--- src/rtl/asteroid_wave_ctrl.sv ---
// Level/wave scheduler for the asteroid field: launches levels on the quads,
// detects a fully cleared level, waits an inter-level gap in frames, then
// launches the next level. All outputs are registered.
module asteroid_wave_ctrl #(
  parameter int unsigned NQUADS     = 4,
  parameter int unsigned GAP_FRAMES = 120,
  parameter int unsigned MAX_LEVEL  = 15,
  parameter int unsigned LEVEL_W    = 4
) (
  input  logic               clk,
  input  logic               resetN,
  input  logic               vsync,
  input  logic               start_done,
  input  logic               game_over,
  input  logic [NQUADS-1:0]  quad_clear,
  output logic [NQUADS-1:0]  new_level,
  output logic [NQUADS-1:0]  quad_en,
  output logic [LEVEL_W-1:0] level,
  output logic               level_up,
  output logic [2:0]         wave_state
);

  localparam int unsigned CW = $clog2(GAP_FRAMES + 1);

  typedef enum logic [2:0] {
    IDLE       = 3'd0,
    LAUNCH     = 3'd1,
    PLAY       = 3'd2,
    CLEAR_WAIT = 3'd3,
    GAME_OVER  = 3'd4
  } state_t;

  state_t              state, state_nx;
  logic [LEVEL_W-1:0]  level_nx, level_inc;
  logic [CW-1:0]       gap, gap_nx;
  logic [NQUADS-1:0]   mask_cur, mask_nx, new_level_nx, quad_en_nx;
  logic                level_up_nx, all_clear;

  // Low min(lv, NQUADS) bits set; compare done in LEVEL_W-bit unsigned arithmetic
  function automatic logic [NQUADS-1:0] mask_of(input logic [LEVEL_W-1:0] lv);
    logic [NQUADS-1:0] m;
    m = '0;
    for (int unsigned i = 0; i < NQUADS; i++) begin
      m[i] = (lv > LEVEL_W'(i));
    end
    return m;
  endfunction

  assign mask_cur   = mask_of(level);
  assign all_clear  = &(quad_clear | ~mask_cur);
  assign level_inc  = (level >= LEVEL_W'(MAX_LEVEL)) ? LEVEL_W'(MAX_LEVEL)
                                                     : level + LEVEL_W'(1);
  assign wave_state = state;

  // Next-state, level/gap update and next registered outputs
  always_comb begin
    state_nx = state;
    level_nx = level;
    gap_nx   = gap;
    if (state == IDLE) begin
      if (start_done && !game_over) begin
        state_nx = LAUNCH;
        level_nx = LEVEL_W'(1);
      end
    end else if (!start_done) begin
      state_nx = IDLE;
      level_nx = '0;
      gap_nx   = '0;
    end else if (game_over && state != GAME_OVER) begin
      state_nx = GAME_OVER;
    end else begin
      case (state)
        LAUNCH: if (vsync) state_nx = PLAY;
        PLAY: begin
          if (vsync && all_clear) begin
            state_nx = CLEAR_WAIT;
            gap_nx   = CW'(GAP_FRAMES);
          end
        end
        CLEAR_WAIT: begin
          if (vsync) begin
            if (gap == CW'(1)) begin
              state_nx = LAUNCH;
              level_nx = level_inc;
              gap_nx   = '0;
            end else begin
              gap_nx = gap - CW'(1);
            end
          end
        end
        default: ;
      endcase
    end

    // Outputs are derived from the next state so the flops line up with it
    mask_nx      = mask_of(level_nx);
    new_level_nx = (state_nx == LAUNCH) ? mask_nx : '0;
    quad_en_nx   = (state_nx == LAUNCH || state_nx == PLAY || state_nx == CLEAR_WAIT)
                   ? mask_nx : '0;
    level_up_nx  = (state == LAUNCH) && (state_nx == PLAY);
  end

  // State and output registers with synchronous active-low reset
  always_ff @(posedge clk) begin
    if (!resetN) begin
      state     <= IDLE;
      level     <= '0;
      gap       <= '0;
      new_level <= '0;
      quad_en   <= '0;
      level_up  <= 1'b0;
    end else begin
      state     <= state_nx;
      level     <= level_nx;
      gap       <= gap_nx;
      new_level <= new_level_nx;
      quad_en   <= quad_en_nx;
      level_up  <= level_up_nx;
    end
  end

endmodule

--- config.mk ---
export PLATFORM = sky130hd
export DESIGN_NAME = asteroid_wave_ctrl
export DESIGN_NICKNAME = d
export VERILOG_FILES = /design/src/rtl/asteroid_wave_ctrl.sv
export SDC_FILE = /design/constraint.sdc
export NUM_CORES = 1
export LEC_CHECK = 0
export CAP_MARGIN = 25
export CORE_ASPECT_RATIO = 1.5
export CORE_UTILIZATION = 35
export DETAILED_ROUTE_END_ITERATION = 7
export PLACE_DENSITY = 0.57
export SLEW_MARGIN = 0
export SYNTH_ARGS = -nofsm -noshare
export SYNTH_HDL_FRONTEND = slang
export SYNTH_SLANG_ARGS = --single-unit
--- constraint.sdc ---
create_clock -name clk -period 2.7 [get_ports clk]
set_input_delay 0.54 -clock clk [delete_from_list [all_inputs] [get_ports clk]]
set_output_delay 0.54 -clock clk [all_outputs]
set_load 0.1 [all_outputs]
After elaboration in Yosys (flattened, before gate mapping) --
Cells that the tools add are included. Widths: inputs -> output; s select.
Cells by class: $lt $le $gt $ge 9, bitwise logic cells 3, equal/unequal tests 12, add/sub/neg operators 2, mux-type cells 23, reductions and logical operators 12
Operators with widths (count):
- $mux 7 | 5
- $mux 4 | 8
- $mux 3 | 8
- $gt 4x1->1 const B | 4
- $gt 4x2->1 const B | 4
- $pmux 7 s2 | 1
- $eq 3x2->1 const B | 4
- $ne 3x3->1 const B | 3
- $pmux 3 s3 | 1
- $eq 7x1->1 const B | 1
- $sub 7x1->7 const B | 1
- $eq 3x1->1 const B | 2
- $reduce_and 5->1 | 1
- $add 4x1->4 const B | 1
- $ge 4x4->1 const B | 1
- $logic_and 1x1->1 | 4
- $not 4->4 | 1
- $or 4x4->4 | 1
- $reduce_and 2->1 | 2
- $reduce_and 4->1 | 1
- $logic_not 3->1 | 1
- $ne 3x1->1 const B | 1
- $logic_or 1x1->1 | 2
- $ne 2x2->1 const B | 1
- 2 further kinds | 2
Storage, ports and cells: logic and storage cells 67, output and inout bits 16, bits in registers 23, input port bits 9

Depth between registers and ports, before layout --
word-level depth 14, gate-level depth with buffers 8, mapped depth without buffers 7

Worst setup path before layout --
OpenSTA, ideal clock, no wires.
path type reg-to-reg, start point reg level[1], end point reg gap[5], slack 0.150 ns, data arrival time 2.432 ns, buffers on the path 0, clock period less this slack 2.550 ns, setup time 0.119 ns, data required time 2.581 ns, cell stages (with the launch flop) 8, path through dfxtp_1 inv_1 ha_1 o21a_1 o22ai_1 o211a_1 a211oi_1 o221a_2
Between the ends: longest elaborated chain between the ends 7, elaborated cells between the ends (all ways) 10
RTL lines:
- start, declared | RTL line 18 | output logic [LEVEL_W-1:0] level,
- start signal, assigned | RTL line 114 | level <= level_nx;
- $gt 4x1->1 / $gt 4x2->1 (equally long branches) | RTL line 44 | m[i] = (lv > LEVEL_W'(i));
- $not 4->4 * | RTL line 50 | assign all_clear = &(quad_clear | ~mask_cur);
- $or 4x4->4 * | RTL line 50
- $reduce_and 4->1 * | RTL line 50
- $logic_and 1x1->1 * | RTL line 75 | if (vsync && all_clear) begin
- $ne 3x3->1 (no source line) *
- $reduce_and 5->1 (no source line) *
- end signal, assigned | RTL line 115 | gap <= gap_nx;
- end, declared | RTL line 35 | logic [CW-1:0] gap, gap_nx;
Every way passes the cells marked *; elsewhere a longest branch is shown, timed or not. A chain may end at the register's enable or synchronous reset.

Final worst setup path --
start point reg level[1], end point reg quad_en[0]
Between the ends: longest elaborated chain between the ends 14, elaborated cells between the ends (all ways) 30
RTL lines:
- $gt 4x1->1 / $gt 4x2->1 (equally long branches) | RTL line 44
- $not 4->4 | RTL line 50
- $or 4x4->4 | RTL line 50
- $reduce_and 4->1 | RTL line 50
- $logic_and 1x1->1 | RTL line 75
- $mux 3 | RTL line 75
- $pmux 3 s3 | RTL line 72 | case (state)
- $mux 3 | RTL line 69 | end else if (game_over && state != GAME_OVER) begin
- $mux 3 | RTL line 65 | end else if (!start_done) begin
- $mux 3 | RTL line 60 | if (state == IDLE) begin
- $eq 3x1->1 / $eq 3x2->1 (equally long branches) | RTL line 98 | quad_en_nx = (state_nx == LAUNCH || state_nx == PLAY || state_nx == CLEAR_WAIT)
- $logic_or 1x1->1 (2 in a row) | RTL line 98
- $reduce_and 2->1 (no source line)
- end signal, assigned | RTL line 117 | quad_en <= quad_en_nx;
- end, declared | RTL line 17 | output logic [NQUADS-1:0] quad_en,
Parallel ways exist; a longest one is shown, timed or not.

==> out/results.ini <==
[worst_setup_path]
r2r_slack_ns=0.42
critical_path_arrival_ns=2.41
cp_cell_sequence=inv_1 > ha_1 > o21a_1 > o22ai_1 > o41ai_1 > buf_4 > o21ai_0 > a31oi_1
critical_path.top_delay_family=compound AO/OA/AOI/OAI gates
required_ns=2.83
path_class=flip-flop to flip-flop
worst_setup_path_start_kind=flip-flop
critPathSlowestCell=dfxtp_1
crit_path_end_kind=flip-flop
critical-path-max-stage-delay_ns=0.49
crit_fanout=5
crit_buf_inv=2

[finish]
multi_input_area_um2=850
finalNetCount=200
antennaDiodeCount=0
drive_gt1_share_pct=19.0
final_area_um2=1680
area_growth_syn_to_layout_pct=21.6
nFillCells=408
regArea_um2=460

[sta]
fin_skew_ns=0.00227
setup_ws_ns=0.423
worstMarginPinSlew_ns=0.516
min_period_ns=2.28
timing.final.crit_share_pct=84.3
rsz0062_at_grt=false
finalHoldViolCount=0
maxSlewViolCount=0
clock.fmax_ghz=0.439
max_slew_margin_pct=65.5
setup_tns_ns=0
setup_viol=0

[detailed_routing]
num_vias=1357
dr.pass1.iters=4
via_per_inst=5.98
routed_wl_mm=3.54
drt_iter0_drc=31
wl_per_cell_um=15.6
ant_nets=0
route.detailed.drc=0

[cts]
postCtsSetupBuffers=0
cts-htree-levels=1
cts_tree=built
root_buffer=clkbuf_8
clockBufferDepth=2
postCtsHoldBufs=0
clk_latency_ns=0.26
clk_pin_slew_ns=0.08
clock_sinks=23
numCtsBuffers=3
post_cts_resized=0

[job]
maxCapViolCount=0

[global_route]
grt-ovfl-total=0
grt_pass1_vias=1256
grt_usage_pct=19.1
antenna_found_initial=0
grt_max_degree=15
grt_pass1_wl_mm=6.02

[logic_synthesis]
async_flop_share_pct=0
synth_area_um2=1380
synth_area_per_cell_um2=8.68
synth-main-ff-cell=dfxtp_1
ys_ff_latch=23
synth.distinct_cells=46
synth_edf_count=0
yosys_warnings=0
syn_inst=159
synth_fp_nets=174
ys_seq_area_share_pct=33.4

[die]
ioPinCount=25
dieArea_um2=4200
fp-row-count=27
core-area_um2=3720
start_util_pct=37.1
die_h_um=78.9
die_x_um=53.3

[placed_design]
port_buffers=24
place_area_um2=1630
dp_slack_ns=0.161
dpl.hpwl_mm=2.73
gp_congestion=0.849

[outcome]
status=completed

[power]
power_density_nw_per_um2=391
ir_worst_vdd_mv=0.237
leakage_nw=0.670

[hold_path]
hp-class=flip-flop to flip-flop

-- cells in the mapped netlist (3+ instances only) --
library cell / n / area share (%)
ha_1: 6 / 5.4
nand3_1: 4 / 1.5
a21oi_1: 11 / 4.0
nand2_1: 12 / 3.3
inv_1: 6 / 1.6
and2_1: 3 / 1.4
nor4_1: 3 / 1.4
and4_1: 3 / 1.9
o31ai_1: 3 / 1.6
o21a_1: 5 / 2.7
buf_2: 5 / 1.8
nor2_1: 11 / 3.0
or4_1: 3 / 1.6
nor3_1: 5 / 1.8
a31oi_1: 9 / 4.1
nand2b_1: 3 / 1.4
dfxtp_1: 23 / 33
o21ai_0: 7 / 2.5
-- registers in the layout, indices dropped and copies added, names as in the netlist --
signal,count
gap,7
quad_en,4
wave_state,3
level_up,1
new_level,4
level,4
-- worst paths after layout --
| kind | start | end | depth (start not counted) |
|---|---|---|---|
| setup reg to reg | level[1] | quad_en[0] | 8 |
| setup / recovery | level[1] | quad_en[0] | 8 |
| hold / removal | gap[1] | gap[1] | 2 |
| hold reg to reg | gap[1] | gap[1] | 2 |
-- per-stage QoR --
step | power (W) | utilization, % | hold WS [ns] | std cells
global placement | 0.000446 | 43.9 | 0.503 | 223
CTS | 0.000662 | 45.2 | 0.538 | 227
detailed placement | 0.000447 | 43.9 | 0.528 | 223
floorplan | 0.000413 | - | 0.476 | 159
finish | 0.000655 | 45.2 | 0.537 | 227
global route | 0.000687 | 45.2 | 0.555 | 227
-- area by class of cell --
class / count / share of cell area, %
clock inverters: 1 / 0.298
clock buffers: 3 / 2.46
inverters: 8 / 1.79
repair buffers: 29 / 14.2
well taps: 43 / 3.21
flip-flops and latches: 23 / 27.4
multi-input cells: 120 / 50.6
-- cell usage in the layout, fill, tap and decap left out, drive strengths merged, types with 2 or more instances in the layout --
cell / n
a211o: 2
clkbuf: 3
o21a: 5
dfxtp: 23
a31oi: 9
o31ai: 3
ha: 6
inv: 7
nor4: 3
or4: 3
o211ai: 2
a311oi: 3
a21oi: 11
and4: 3
nor2: 11
o41ai: 2
buf: 21
nand2: 12
nand3: 4
and3: 3
a32o: 2
nand2b: 3
and4bb: 2
clkinv: 2
o21ai: 7
clkdlybuf4s50: 8
and2: 3
nor3: 7
-- power breakdown --
group          internal [W]  leakage [nW]  switching, W   total, W
sequential         0.000342         0.186    0.00000607   0.000348
combinational     0.0000348         0.459     0.0000564  0.0000912
clock              0.000103        0.0255      0.000113   0.000216
-- per-layer routing --
metal | part of all wire (%) | vias up | GRT usage (%)
li1 | - | 661 | -
met1 | 40 | 655 | 22.2
met2 | 55 | 31 | 33.9
met3 | 3.1 | 10 | 2.68
met4 | 2.6 | 0 | 6.84
met5 | 0 | - | 0
-- worst reg2reg max path, delay by kind of cell (launching register included) --
family                     cells  cell delay, ns
AOI/OAI and AO/OA              5            1.09
adders and majority gates      1            0.21
buffers and inverters          2            0.35
DFF                            1            0.49
-- cell families after synthesis --
logic type / count (synthesis) / share of synthesized area [%]
AO/OA/AOI/OAI: 54 / 29.6
adder cells (fa/ha/maj): 6 / 5.44
buffers and inverters: 16 / 5.08
flip-flops: 23 / 33.4
AND/OR/NAND/NOR: 60 / 26.5
No activity file was read; power rests on OpenSTA's default activity.
